`config.mk`:
```
export PLATFORM = sky130hd
export DESIGN_NAME = aes_stream_ctrl_flat
export DESIGN_NICKNAME = d
export VERILOG_FILES = /design/src/rtl/aes_stream_ctrl.sv /design/src/rtl/aes_stream_ctrl_if.sv /design/src/flat_wrapper.sv
export SDC_FILE = /design/constraint.sdc
export NUM_CORES = 1
export LEC_CHECK = 0
export BUFFER_PORTS_ARGS = -buffer_cell sky130_fd_sc_hd__buf_2
export CORE_AREA = 10 10 305 307
export DETAILED_ROUTE_END_ITERATION = 6
export DIE_AREA = 0 0 315 317
export GPL_TIMING_DRIVEN = 0
export PLACE_DENSITY = 0.54
export SYNTH_ARGS = -nofsm -noshare
export SYNTH_HDL_FRONTEND = slang
export SYNTH_SLANG_ARGS = --single-unit
```
`constraint.sdc`:
```
create_clock -name clk -period 6.45 [get_ports clk]
set_clock_uncertainty 0.1 [all_clocks]
set_input_delay 1.29 -clock clk [delete_from_list [all_inputs] [get_ports clk]]
set_output_delay 1.29 -clock clk [all_outputs]
set_load 0.02 [all_outputs]
```
`src/rtl/aes_stream_ctrl.sv`:
```
// Streaming initiator for the AES core command port: key expand / encrypt / decrypt, results
// buffered in a DEPTH-entry FIFO. Define AES_STREAM_CNT_EN to enable the blk_cnt counter.
package aes_stream_pkg;
  localparam int NK    = 4;
  localparam int NB    = 4;
  localparam int KEY_W = 32 * NK;
  localparam int BLK_W = 32 * NB;

  typedef enum logic [1:0] {
    FUNC_NONE   = 2'd0,
    FUNC_KEYEXP = 2'd1,
    FUNC_ENC    = 2'd2,
    FUNC_DEC    = 2'd3
  } aes_func_e;

  typedef struct packed {
    logic [KEY_W-1:0] key;
    logic [BLK_W-1:0] data;
    aes_func_e        func;
    logic             enable;
  } aes_in_type;

  typedef struct packed {
    logic             ready;
    logic [BLK_W-1:0] result;
  } aes_out_type;
endpackage

module aes_stream_ctrl
  import aes_stream_pkg::*;
#(
  parameter int DEPTH = 2
) (
  input  logic             clk,
  input  logic             rst,
  aes_stream_ctrl_if.slave bus,
  output logic             key_loaded,
  output logic             busy,
  output logic [31:0]      blk_cnt,
  output aes_in_type       aes_in,
  input  aes_out_type      aes_out
);
  localparam int AW = $clog2(DEPTH);
  localparam logic [AW:0] FULL_CNT = (AW + 1)'(DEPTH);

  typedef enum logic [2:0] {
    S_IDLE,
    S_KEY_REQ,
    S_KEY_WAIT,
    S_DAT_REQ,
    S_DAT_WAIT
  } state_e;

  state_e           r_state;
  state_e           w_next;
  aes_in_type       r_aes_in;
  logic             r_key_loaded;
  logic [AW:0]      r_fifo_cnt;
  logic [AW-1:0]    r_wr_ptr;
  logic [AW-1:0]    r_rd_ptr;
  logic [BLK_W-1:0] r_mem [DEPTH];

  logic w_idle, w_m_valid, w_s_ready, w_key_acc, w_blk_acc, w_push, w_pop;

  assign w_idle    = (r_state == S_IDLE);
  assign w_m_valid = (r_fifo_cnt != '0);
  // A pending key offer blocks data so a new key is never overtaken by a block.
  assign w_s_ready = w_idle & r_key_loaded & ~bus.key_valid & (r_fifo_cnt < FULL_CNT);
  assign w_key_acc = w_idle & bus.key_valid;
  assign w_blk_acc = w_s_ready & bus.s_valid;
  assign w_push    = (r_state == S_DAT_WAIT) & aes_out.ready;
  assign w_pop     = w_m_valid & bus.m_ready;

  // NOTE: sequential state uses non-blocking assignments so every register samples pre-edge values.
  always_ff @(posedge clk or negedge rst) begin
    if (!rst) r_state <= S_IDLE;
    else      r_state <= w_next;
  end

  always_comb begin
    // NOTE: assigning a default before the case keeps this block free of inferred latches.
    w_next = r_state;
    case (r_state)
      S_IDLE: begin
        if (w_key_acc)      w_next = S_KEY_REQ;
        else if (w_blk_acc) w_next = S_DAT_REQ;
      end
      S_KEY_REQ:  w_next = S_KEY_WAIT;
      S_KEY_WAIT: if (aes_out.ready) w_next = S_IDLE;
      S_DAT_REQ:  w_next = S_DAT_WAIT;
      S_DAT_WAIT: if (aes_out.ready) w_next = S_IDLE;
      default:    w_next = S_IDLE;
    endcase
  end

  always_comb begin
    bus.key_ready = w_idle;
    bus.s_ready   = w_s_ready;
    bus.m_valid   = w_m_valid;
    bus.m_data    = w_m_valid ? r_mem[r_rd_ptr] : '0;
    busy          = ~w_idle;
    key_loaded    = r_key_loaded;
    aes_in        = r_aes_in;
  end

  // Enable is registered from the next state, so it is high for exactly the *_REQ cycle.
  always_ff @(posedge clk or negedge rst) begin
    if (!rst) begin
      r_aes_in     <= '0;
      r_key_loaded <= 1'b0;
    end else begin
      r_aes_in.enable <= (w_next == S_KEY_REQ) || (w_next == S_DAT_REQ);
      if (w_key_acc) begin
        r_aes_in.key  <= bus.key_data;
        r_aes_in.func <= FUNC_KEYEXP;
        r_key_loaded  <= 1'b0;
      end else if (w_blk_acc) begin
        r_aes_in.data <= bus.s_data;
        r_aes_in.func <= bus.s_decrypt ? FUNC_DEC : FUNC_ENC;
      end
      if ((r_state == S_KEY_WAIT) && aes_out.ready) r_key_loaded <= 1'b1;
    end
  end

  always_ff @(posedge clk or negedge rst) begin
    if (!rst) begin
      r_fifo_cnt <= '0;
      r_wr_ptr   <= '0;
      r_rd_ptr   <= '0;
    end else begin
      if (w_push) r_wr_ptr <= r_wr_ptr + AW'(1);
      if (w_pop)  r_rd_ptr <= r_rd_ptr + AW'(1);
      case ({w_push, w_pop})
        2'b10:   r_fifo_cnt <= r_fifo_cnt + (AW + 1)'(1);
        2'b01:   r_fifo_cnt <= r_fifo_cnt - (AW + 1)'(1);
        default: r_fifo_cnt <= r_fifo_cnt;
      endcase
    end
  end

  // NOTE: storage is not reset; the count gates m_data, so stale entries are never observable.
  always_ff @(posedge clk) begin
    if (w_push) r_mem[r_wr_ptr] <= aes_out.result;
  end

`ifdef AES_STREAM_CNT_EN
  logic [31:0] r_blk_cnt;

  always_ff @(posedge clk or negedge rst) begin
    if (!rst)        r_blk_cnt <= '0;
    else if (w_push) r_blk_cnt <= r_blk_cnt + 32'd1;
  end

  assign blk_cnt = r_blk_cnt;
`else
  assign blk_cnt = '0;
`endif

endmodule

```
`src/rtl/aes_stream_ctrl_if.sv`:
```
// Stream-side bundle of aes_stream_ctrl: key input, data-block input and result output,
// each a valid/ready handshake. The master drives offers, the slave (controller) answers.
interface aes_stream_ctrl_if #(
  parameter int KEY_W = 128,
  parameter int BLK_W = 128
);
  logic             key_valid;
  logic             key_ready;
  logic [KEY_W-1:0] key_data;
  logic             s_valid;
  logic             s_ready;
  logic [BLK_W-1:0] s_data;
  logic             s_decrypt;
  logic             m_valid;
  logic             m_ready;
  logic [BLK_W-1:0] m_data;

  modport master (
    output key_valid, key_data, s_valid, s_data, s_decrypt, m_ready,
    input  key_ready, s_ready, m_valid, m_data
  );

  modport slave (
    input  key_valid, key_data, s_valid, s_data, s_decrypt, m_ready,
    output key_ready, s_ready, m_valid, m_data
  );
endinterface

```
`src/flat_wrapper.sv`:
```
// flat-port wrapper written by rule: the top's interface ports become plain ports
module aes_stream_ctrl_flat import aes_stream_pkg::*;
#(
  parameter int DEPTH = 2
)
  (clk, rst, key_loaded, busy, blk_cnt, aes_in, aes_out, bus_key_valid, bus_key_data, bus_s_valid, bus_s_data, bus_s_decrypt, bus_m_ready, bus_key_ready, bus_s_ready, bus_m_valid, bus_m_data);
  aes_stream_ctrl_if #(.KEY_W(KEY_W), .BLK_W(BLK_W)) bus_i ();
  input  logic clk;
  input  logic rst;
  output logic key_loaded;
  output logic busy;
  output logic [31:0] blk_cnt;
  output aes_in_type aes_in;
  input  aes_out_type aes_out;
  input wire logic [$bits(bus_i.key_valid)-1:0] bus_key_valid;
  input wire logic [$bits(bus_i.key_data)-1:0] bus_key_data;
  input wire logic [$bits(bus_i.s_valid)-1:0] bus_s_valid;
  input wire logic [$bits(bus_i.s_data)-1:0] bus_s_data;
  input wire logic [$bits(bus_i.s_decrypt)-1:0] bus_s_decrypt;
  input wire logic [$bits(bus_i.m_ready)-1:0] bus_m_ready;
  output wire logic [$bits(bus_i.key_ready)-1:0] bus_key_ready;
  output wire logic [$bits(bus_i.s_ready)-1:0] bus_s_ready;
  output wire logic [$bits(bus_i.m_valid)-1:0] bus_m_valid;
  output wire logic [$bits(bus_i.m_data)-1:0] bus_m_data;
  assign bus_i.key_valid = bus_key_valid;
  assign bus_i.key_data = bus_key_data;
  assign bus_i.s_valid = bus_s_valid;
  assign bus_i.s_data = bus_s_data;
  assign bus_i.s_decrypt = bus_s_decrypt;
  assign bus_i.m_ready = bus_m_ready;
  assign bus_key_ready = bus_i.key_ready;
  assign bus_s_ready = bus_i.s_ready;
  assign bus_m_valid = bus_i.m_valid;
  assign bus_m_data = bus_i.m_data;
  aes_stream_ctrl #(.DEPTH(DEPTH)) u_core (.clk(clk), .rst(rst), .bus(bus_i), .key_loaded(key_loaded), .busy(busy), .blk_cnt(blk_cnt), .aes_in(aes_in), .aes_out(aes_out));
endmodule
```
==> flow_metrics.py, run 1 <==
metrics = {
    "pwr": {
        "cellPowerDensity_mw_per_mm2": 503,
        "finalPower_w": 0.0139,
        "leakagePower_nw": 12.6,
        "peakVddDrop_v": 0.000281,
    },
    "critical_path": {
        "start_kind": "register",
        "slowest_delay_ps": 670,
        "cp_cell_sequence": "nor2_1 > clkbuf_1 > buf_1 > nor2_1 > buf_2",
        "crit_arrival_ps": 2860,
        "cp_max_fo": 10,
        "path_buf_inv": 3,
        "cp.required_ps": 5060,
        "crit_path_end_kind": "primary output",
        "critPathTopFamily": "buffers and inverters",
        "critPathKind": "register to primary output",
        "critPathSlowestCell": "clkbuf_1",
        "crit_top_cell": "nor2_1",
    },
    "logic_synthesis": {
        "netlist_instances": 1164,
        "synth.avg_cell_area_um2": 17.0,
        "synth.ff_latch_count": 523,
        "yosysUniqueCellTypes": 29,
        "ys.warnings.count": 0,
        "seq_area_frac_synth_pct": 72.5,
        "netlist_area_mm2": 0.0198,
    },
    "detailed_routing": {
        "detail_route.first_pass.iterations": 5,
        "via_per_inst": 4.06,
        "wl_per_cell_um": 24.2,
        "wirelength_mm": 78.7,
        "ant_nets": 0,
        "via_count": 13221,
        "drc": 0,
        "drt_iter0_markers": 752,
    },
    "clocking": {
        "path_clk_slew_ps": 60,
        "ctsResizeCount": 0,
        "cts_tree": "yes",
        "ctsHoldBuffers": 0,
        "cts.htree.levels": 2,
        "ctsLongestPathBuffers": 3,
        "cts_made_buffers": 59,
        "post-cts-setup-buffer-count": 0,
        "cts.sinks": 523,
        "clockRootBuffer": "clkbuf_16",
        "clk_latency_ps": 620,
    },
    "grt": {
        "grt_start_max_net_pins": 100,
        "grt_pass1_wl_mm": 108,
        "grt_pass1_vias": 14543,
        "antenna_found_initial": 34,
        "track_usage_pct": 14.9,
        "grt-ovfl-total": 0,
    },
    "timing": {
        "worst_pin_slew_ps": 871,
        "period_needed_ps": 4250,
        "max_freq_ghz": 0.236,
        "slew_viol_final": 0,
        "tns_ps": 0,
        "hold_viol": 0,
        "setup_violations": 0,
        "period_share_pct": 65.8,
        "rsz0062_at_grt": "no",
        "relSlewSlack_pct": 41.9,
    },
    "place": {
        "dp_hpwl_mm": 64.7,
        "io_buffers": 782,
        "dp_cells": 3144,
        "gp_congestion": 0.870,
    },
    "hold_path": {
        "hold_path.class": "register to register",
    },
    "floorplanning": {
        "rows": 108,
        "die_height_um": 317,
        "dieWidth_um": 315,
        "ios": 815,
        "core-area_mm2": 0.0866,
        "initial_core_util_pct": 22.9,
        "die_area_mm2": 0.0999,
    },
    "final_layout": {
        "final_common_cell": "buf_2",
        "final_util_pct": 31.8,
        "stdcell_count": 3260,
        "layout_common_cells": "buf_2 (813), dfrtp_1 (267), edfxtp_1 (256)",
        "nNetsFinal": 2442,
        "fillers": 8712,
        "drive_gt1_share_pct": 55.1,
        "synthToLayoutAreaGrowth_pct": 39.0,
    },
    "status": {
        "outcome": "completed",
    },
    "flow_run": {
        "maxCapViolations": 0,
    },
}
-- synth_stat cells --
cell type | instances | area [µm²]
mux2_2 | 191 | 2150
and3_1 | 1 | 6.26
inv_1 | 5 | 18.8
nor2_1 | 137 | 514
buf_4 | 34 | 255
conb_1 | 1 | 3.75
dfrtp_1 | 267 | 6680
nor4b_2 | 1 | 15.0
o21ai_0 | 1 | 5.00
nor3_4 | 1 | 16.3
edfxtp_1 | 256 | 7690
buf_2 | 32 | 160
xnor2_1 | 3 | 26.3
a21oi_1 | 1 | 5.00
clkbuf_1 | 15 | 56.3
ha_1 | 1 | 12.5
mux2_1 | 60 | 676
nand3_1 | 1 | 5.00
nand4_2 | 1 | 12.5
mux2i_1 | 130 | 1300
mux2_4 | 5 | 75.1
xor2_1 | 2 | 17.5
o22ai_1 | 1 | 6.26
and2_1 | 1 | 6.26
buf_6 | 6 | 67.6
nand2_1 | 6 | 22.5
a22o_1 | 1 | 8.76
a21o_1 | 1 | 7.51
buf_1 | 2 | 7.51
-- power breakdown --
part	total [W]	internal, W	switching, W
registers	0.00488	0.00440	0.000483
logic	0.00567	0.00201	0.00366
clock network	0.00332	0.00192	0.00140
-- cells by family after synthesis --
kind of cell,Yosys count,share of synthesized area [%]
flops,523,72.5
xor+xnor,5,0.221
fa+ha+maj,1,0.0631
simple gates,149,3.02
mux,386,21.2
compound gates,5,0.164
other cells,1,0.0189
buf+inv,94,2.85
-- final timing paths --
check	from	to	slack [ps]	depth (start not counted)
min reg2reg	u_core.aes_in[123]	u_core.aes_in[123]	390	1
min in group asynchronous	rst	u_core.aes_in[135]	620	1
max	u_core.r_fifo_cnt[0]	bus_m_data[66]	2200	5
max reg2reg	u_core.r_state[1]	u_core.r_mem[1][18]	3670	6
max in group asynchronous	rst	u_core.aes_in[80]	4190	3
min	u_core.aes_in[123]	u_core.aes_in[123]	390	1
-- registers in the layout (all words and copies together), names as in the netlist --
| register | cells |
|---|---|
| u_core.r_rd_ptr | 1 |
| u_core.aes_in | 259 |
| u_core.r_mem | 256 |
| u_core.r_state | 3 |
| u_core.key_loaded | 1 |
| u_core.r_fifo_cnt | 2 |
| u_core.r_wr_ptr | 1 |
-- through the flow --
| step | setup slack [ps] | area, µm² | hold WS (ps) |
|---|---|---|---|
| 3_3_place_gp | -4730 | 25300 | 371 |
| 5_1_grt | 1990 | 27600 | 406 |
| 4_1_cts | 2030 | 27500 | 390 |
| 3_5_place_dp | 2750 | 25600 | 377 |
| 2_1_floorplan | -1050 | 19900 | 364 |
| 6_report | 2200 | 27600 | 386 |
-- worst reg2reg max path: cells and delay by family (launching register included) --
| family | cells | cell delay (ps) |
|---|---|---|
| buf+inv | 3 | 710 |
| simple gates | 3 | 1170 |
| flops | 1 | 480 |
-- cell type report --
| type | count | area (µm²) | area share (%) |
|---|---|---|---|
| timing repair buffer | 794 | 4210 | 15.3 |
| inverter | 5 | 18.8 | 0.0681 |
| clock buffer | 81 | 1660 | 6.02 |
| multi-input combinational | 578 | 5020 | 18.2 |
| clock inverter | 28 | 273 | 0.990 |
| antenna | 7 | 17.5 | 0.0636 |
| sequential | 523 | 14400 | 52.1 |
| tap | 1155 | 1450 | 5.24 |
| buffer | 89 | 547 | 1.98 |
-- metal layers --
metal  vias to the layer above  global-route usage [%]  share of wire, %  wire length, µm
met5                         -                       0             0.097               76
met3                       123                    7.28                12             9090
met4                        12                    4.04               2.5             1980
li1                       5900                       -                 -                -
met2                       618                    25.3                49            38400
met1                      6568                    16.3                37            29200
No activity file was read; power rests on OpenSTA's default activity.
==> run 2, diff against run 1 <==
--- a/config.mk
+++ b/config.mk
@@ -5,12 +5,13 @@
 export SDC_FILE = /design/constraint.sdc
 export NUM_CORES = 1
 export LEC_CHECK = 0
+export ABC_AREA = 1
 export BUFFER_PORTS_ARGS = -buffer_cell sky130_fd_sc_hd__buf_2
-export CORE_AREA = 10 10 305 307
+export CORE_AREA = 10 10 310 312
 export DETAILED_ROUTE_END_ITERATION = 6
-export DIE_AREA = 0 0 315 317
+export DIE_AREA = 0 0 320 322
 export GPL_TIMING_DRIVEN = 0
-export PLACE_DENSITY = 0.54
+export PLACE_DENSITY = 0.51
 export SYNTH_ARGS = -nofsm -noshare
 export SYNTH_HDL_FRONTEND = slang
 export SYNTH_SLANG_ARGS = --single-unit
==> constraint.sdc (replaced) <==
create_clock -name clk -period 4.1 [get_ports clk]
set_clock_uncertainty 0.1 [all_clocks]
set_input_delay 0.82 -clock clk [delete_from_list [all_inputs] [get_ports clk]]
set_output_delay 0.82 -clock clk [all_outputs]
set_load 0.02 [all_outputs]
==> run 2 against run 1 <==
Cell area is 1.4% higher; first-iteration DRC count grew 61%; worst setup slack worse by 1700 ps; cell count is 22% higher; routed wire length grew 8.3%; register-to-register slack lost 2500 ps; via count rose by 22%; highest routed layer unchanged; critical path depth grew 2.
==> flow_metrics.py, run 2 <==
metrics = {
    "detailed_routing": {
        "drt_iter0_markers": 1209,
        "via_count": 16098,
        "wirelength_mm": 85.3,
        "detail_route.first_pass.iterations": 5,
        "wl_per_cell_um": 21.4,
        "drc": 0,
        "ant_nets": 0,
        "via_per_inst": 4.05,
    },
    "final_layout": {
        "nNetsFinal": 3132,
        "final_util_pct": 31.2,
        "drive_gt1_share_pct": 36.9,
        "layout_common_cells": "buf_2 (818), nand2_1 (781), dfrtp_1 (267)",
        "final_common_cell": "buf_2",
        "multi_input_area_mm2": 0.00469,
        "largest_reg_flops": 259,
        "synthToLayoutAreaGrowth_pct": 37.9,
        "regArea_mm2": 0.0144,
        "fillers": 9419,
    },
    "pwr": {
        "p_sw_w": 0.00944,
        "cellPowerDensity_mw_per_mm2": 777,
        "p_clk_share_pct": 23.5,
        "p_seq_share_pct": 34.9,
        "pwr-share-comb_pct": 41.6,
        "peakVddDrop_v": 0.000391,
        "p_sw_share_pct": 43.4,
        "leakagePower_nw": 13.9,
        "p_int_w": 0.0123,
    },
    "clocking": {
        "ctsHoldBuffers": 0,
        "cts_made_buffers": 59,
        "ctsResizeCount": 0,
        "cts.sinks": 523,
        "cts.htree.levels": 2,
        "ctsLongestPathBuffers": 3,
        "clk_latency_ps": 620,
        "cts_tree": "yes",
        "path_clk_slew_ps": 60,
        "clockRootBuffer": "clkbuf_16",
        "post-cts-setup-buffer-count": 0,
    },
    "timing": {
        "max_freq_ghz": 0.279,
        "slew_viol_final": 0,
        "rsz0062_at_grt": "no",
        "hold_ws_ps": 140,
        "setup_violations": 0,
        "period_share_pct": 87.4,
        "layout_setup_ws_ps": 516,
        "hold_viol": 0,
        "period_needed_ps": 3580,
        "relSlewSlack_pct": 48.9,
        "worst_pin_slew_ps": 765,
    },
    "logic_synthesis": {
        "ys.warnings.count": 0,
        "synth.ff_latch_count": 523,
        "yosysUniqueCellTypes": 28,
        "yosysMostFrequentCell": "nand2_1",
        "synth_ff_type": "dfrtp_1",
        "seq_area_frac_synth_pct": 70.8,
        "synth.avg_cell_area_um2": 10.9,
        "netlist_area_mm2": 0.0203,
        "ys_async_sr_fraction_pct": 51.1,
        "ys_top_cells_by_count": "nand2_1 (781), dfrtp_1 (267), edfxtp_1 (256)",
        "synth_top_cell_by_area": "edfxtp_1",
        "synth_top_area_share_pct": 37.9,
        "synth_edf_count": 256,
        "netlist_instances": 1855,
        "yosys-top-cells-area": "edfxtp_1 (38%), dfrtp_1 (33%), nand2_1 (14%)",
    },
    "grt": {
        "antenna_found_initial": 27,
        "track_usage_pct": 15.7,
        "grt_pass1_wl_mm": 119,
        "grt_pass1_vias": 16287,
        "grt_start_max_net_pins": 112,
        "grt-ovfl-total": 0,
    },
    "critical_path": {
        "cp.required_ps": 3180,
        "start_kind": "register",
        "cp_max_fo": 10,
        "crit_path_end_kind": "primary output",
        "crit_arrival_ps": 2660,
        "critPathKind": "register to primary output",
    },
    "status": {
        "outcome": "completed",
    },
    "flow_run": {
        "maxCapViolations": 0,
    },
    "floorplanning": {
        "dieWidth_um": 320,
        "ios": 815,
        "die_height_um": 322,
        "die_area_mm2": 0.103,
        "rows": 110,
        "initial_core_util_pct": 22.6,
        "core-area_mm2": 0.0896,
    },
    "place": {
        "dp_hpwl_mm": 68.2,
        "dpl_worst_slack_ps": 733,
        "gp_congestion": 0.850,
        "io_buffers": 782,
    },
    "hold_path": {
        "hold_path.class": "primary input to asynchronous set/reset pin",
    },
}
run 2: cell types whose count changed after synthesis, moves of 49 or more:
cell	before	now
mux2_2	191	0
mux2i_1	130	0
nor2_1	137	4
a21oi_1	1	130
o21ai_0	1	50
nand2_1	6	781
inv_1	5	138
mux2_1	60	0
run 2: worst max-delay path: stages (launching register included):
cell and delay (ps):
dfrtp_1 390, inv_1 90, nand2_1 140, inv_1 100, clkbuf_1 570, buf_2 400, a21oi_1 140, buf_2 200
run 2: per-layer routing:
layer | global-route usage [%] | vias up | part of all wire, %
met2 | 27.5 | 643 | 51
met4 | 4.01 | 2 | 1.7
li1 | - | 7687 | -
met1 | 18.1 | 7650 | 39
met5 | 0 | - | 0.015
met3 | 5.34 | 116 | 8.8
run 2: final cells by class:
class,count,share of cell area (%)
Buffer,130,2.94
Clock inverter,25,0.828
Clock buffer,87,5.91
Tap cell,1176,5.26
Antenna cell,10,0.0895
Multi-Input combinational cell,1092,16.8
Timing Repair Buffer,793,14.9
Inverter,141,1.90
Sequential cell,523,51.4
run 2: final timing paths:
check                                          start                   to  slack [ps]  cells past startpoint
worst max-delay path            u_core.r_fifo_cnt[1]       bus_m_data[36]         520                      7
worst min-delay path                             rst    u_core.aes_in[82]         140                      1
worst max register to register     u_core.r_state[1]  u_core.r_mem[0][82]        1170                      6
worst min register to register    u_core.aes_in[230]   u_core.aes_in[230]         370                      2
max in group asynchronous                        rst   u_core.aes_in[223]        2310                      3
min in group clk                         aes_out[39]  u_core.r_mem[1][39]         280                      1
run 2: cells by family after synthesis:
| group | count (synthesis) | share of synthesized area, % |
|---|---|---|
| xor gates and xnor gates | 4 | 0.173 |
| and+or+nand+nor | 794 | 14.9 |
| DFF | 523 | 70.8 |
| buffers and inverters | 271 | 6.68 |
| AOI/OAI and AO/OA | 261 | 7.32 |
| adders and majority gates | 1 | 0.0617 |
| other | 1 | 0.0185 |
run 2: metrics by stage:
stage           TNS, ps  instances  power [W]  cell area, µm²
2_1_floorplan   -201770       1886     0.0127           20400
3_3_place_gp   -1822840       3844     0.0169           25800
3_5_place_dp          0       3855     0.0169           26100
4_1_cts               0       3967     0.0222           27900
5_1_grt               0       3971     0.0231           27900
6_report              0       3977     0.0217           28000
run 2: power by group through the flow:
stage	logic, W	clock network, W	registers [W]
floorplan	0.00368	0	0.00901
global placement	0.00920	0	0.00765
detailed placement	0.00928	0	0.00763
CTS	0.00929	0.00530	0.00757
global route	0.00988	0.00551	0.00773
finish	0.00905	0.00512	0.00758
==> run 3, diff against run 2 <==
--- a/config.mk
+++ b/config.mk
@@ -8,6 +8,7 @@
 export ABC_AREA = 1
 export BUFFER_PORTS_ARGS = -buffer_cell sky130_fd_sc_hd__buf_2
 export CORE_AREA = 10 10 310 312
+export CTS_BUF_LIST = sky130_fd_sc_hd__clkbuf_16
 export DETAILED_ROUTE_END_ITERATION = 6
 export DIE_AREA = 0 0 320 322
 export GPL_TIMING_DRIVEN = 0
==> constraint.sdc (replaced) <==
create_clock -name clk -period 4.1 [get_ports clk]
set_clock_uncertainty 0.1 [all_clocks]
set_input_delay 0.205 -clock clk [delete_from_list [all_inputs] [get_ports clk]]
set_output_delay 0.205 -clock clk [all_outputs]
set_load 0.02 [all_outputs]
==> run 3 against run 2 <==
Power is 1.1% higher; utilization is 4.2 points higher; worst setup slack better by 630 ps; flip-flop and latch count stayed put; first-iteration DRC count is 1.7% lower; largest cell class unchanged; combinational power is 4.2% higher; largest power group unchanged; clock power is 4% lower; cell area is 14% higher; non-clock buffer count is 388 higher; register-to-register slack better by 40 ps; global-route usage is 0.71 points higher.
==> flow_metrics.py, run 3 (synthesis gave the netlist of run 2 again) <==
metrics = {
    "clocking": {
        "cts_tree": "yes",
        "path_clk_slew_ps": 60,
        "clockRootBuffer": "clkbuf_16",
        "cts.sinks": 523,
        "clk_latency_ps": 620,
        "ctsLongestPathBuffers": 3,
        "cts_made_buffers": 59,
        "cts.htree.levels": 2,
    },
    "critical_path": {
        "r2r_end": "u_core.r_mem[0][87]",
        "slowest_delay_ps": 570,
        "r2r_slack_ps": 1210,
        "reg2reg_from": "u_core.r_state[1]",
        "cp_max_fo": 10,
        "ff2ff_path_depth": 6,
        "crit_arrival_ps": 2650,
        "cp.required_ps": 3800,
        "crit_path_end_kind": "primary output",
        "start_kind": "register",
        "critPathKind": "register to primary output",
        "cp_cell_sequence": "inv_1 > nand2_1 > inv_1 > clkbuf_1 > buf_2 > a21oi_1 > buf_2",
        "critPathSlowestCell": "clkbuf_1",
    },
    "floorplanning": {
        "initial_core_util_pct": 22.6,
        "core-area_mm2": 0.0896,
        "ios": 815,
        "dieWidth_um": 320,
        "rows": 110,
        "die_height_um": 322,
        "die_area_mm2": 0.103,
    },
    "detailed_routing": {
        "drc": 0,
        "wl_per_cell_um": 20.4,
        "wirelength_mm": 88.8,
        "detail_route.first_pass.iterations": 5,
        "drt_iter0_markers": 1188,
        "ant_nets": 0,
        "via_per_inst": 4.08,
        "via_count": 17786,
    },
    "timing": {
        "relSlewSlack_pct": 48.9,
        "hold_ws_ps": 102,
        "period_needed_ps": 2960,
        "setup_violations": 0,
        "slew_viol_final": 0,
        "max_freq_ghz": 0.338,
        "rsz0062_at_grt": "no",
        "worst_pin_slew_ps": 767,
        "tns_ps": 0,
        "hold_viol": 0,
        "period_share_pct": 72.2,
    },
    "place": {
        "dp_hpwl_mm": 68.2,
        "dp_cells": 3855,
        "gp_congestion": 0.850,
        "io_buffers": 782,
    },
    "grt": {
        "grt_start_max_net_pins": 112,
        "grt-ovfl-total": 0,
        "grt_pass1_wl_mm": 127,
        "grt_pass1_vias": 18689,
        "track_usage_pct": 16.4,
        "antenna_found_initial": 17,
    },
    "hold_path": {
        "hold_path.class": "primary input to register",
        "hold_depth": 6,
        "holdPathEnd": "u_core.aes_in[201]",
        "hold_path.startpoint": "bus_key_valid",
    },
    "final_layout": {
        "largest_reg_flops": 259,
        "final_common_cell": "buf_2",
        "drive_gt1_share_pct": 32.1,
        "layout_common_cells": "buf_2 (818), nand2_1 (781), dlygate4sd3_1 (388)",
        "fillers": 9063,
        "stdcell_count": 4361,
        "synthToLayoutAreaGrowth_pct": 56.6,
        "nNetsFinal": 3520,
    },
    "pwr": {
        "p_seq_share_pct": 34.6,
        "p_sw_w": 0.00962,
        "leakagePower_nw": 15.5,
        "p_clk_share_pct": 22.5,
        "p_int_w": 0.0124,
        "pwr-share-comb_pct": 42.9,
        "p_sw_share_pct": 43.8,
        "peakVddDrop_v": 0.000399,
        "cellPowerDensity_mw_per_mm2": 692,
    },
    "flow_run": {
        "maxCapViolations": 0,
    },
    "status": {
        "outcome": "completed",
    },
}
[run 3: cell type report]
cell class | instances | area (µm²) | share of cell area, %
Antenna cell | 6 | 15.0 | 0.0473
Buffer | 130 | 823 | 2.59
Clock buffer | 59 | 1480 | 4.65
Clock inverter | 53 | 337 | 1.06
Inverter | 141 | 532 | 1.67
Multi-Input combinational cell | 1092 | 4690 | 14.8
Sequential cell | 523 | 14400 | 45.2
Tap cell | 1176 | 1470 | 4.63
Timing Repair Buffer | 1181 | 8050 | 25.3
[run 3: power groups by stage]
stage / logic [W] / registers (W) / clock network (W)
finish: 0.00943 / 0.00759 / 0.00494
detailed placement: 0.00928 / 0.00763 / 0
global placement: 0.00920 / 0.00765 / 0
global route: 0.0103 / 0.00774 / 0.00532
CTS: 0.00962 / 0.00757 / 0.00511
floorplan: 0.00368 / 0.00901 / 0
[run 3: critical path: cells and delay by family, from the launching register on]
family / cells / cell delay, ps
buffers and inverters: 5 / 1340
flip-flops: 1 / 390
AND/OR/NAND/NOR: 1 / 140
AO/OA/AOI/OAI: 1 / 140
[run 3: layer usage]
layer  wire length, µm  global-route usage (%)  up-vias
met5                25                       0        -
met4              2060                    4.34        4
met3              7610                    5.29      138
met2             44900                    29.0      682
met1             34200                    18.8     8514
li1                  -                       -     8448
[run 3: stage by stage]
stage          utilization [%]  total power [W]  area [µm²]  setup WS (ps)
6_report                  35.5           0.0220       31800           1140
3_3_place_gp              28.8           0.0169       25800          -3130
3_5_place_dp              29.1           0.0169       26100           1100
5_1_grt                   35.4           0.0233       31800            880
4_1_cts                   35.4           0.0223       31700            903
2_1_floorplan                -           0.0127       20400           -541
[run 3: how the worst max path moves through the flow]
| stage | cells after the start | endpoint | startpoint |
|---|---|---|---|
| global route | 7 | bus_m_data[36] | u_core.r_fifo_cnt[1] |
| finish | 7 | bus_m_data[36] | u_core.r_fifo_cnt[1] |
| floorplan | 3 | u_core.r_mem[0][0] | u_core.r_state[1] |
| global placement | 3 | u_core.r_mem[0][86] | u_core.r_state[1] |
| CTS | 7 | bus_m_data[36] | u_core.r_fifo_cnt[1] |
| detailed placement | 6 | u_core.r_mem[0][86] | u_core.r_state[1] |
[run 3: timing repair]
| action | in CTS | in global routing |
|---|---|---|
| endpoints found under the setup margin | 0 | 0 |
| endpoints found under the hold margin | 605 | 0 |
| hold buffers | 388 | 0 |
| setup buffers | 0 | 0 |
| gates resized for setup | 0 | 0 |
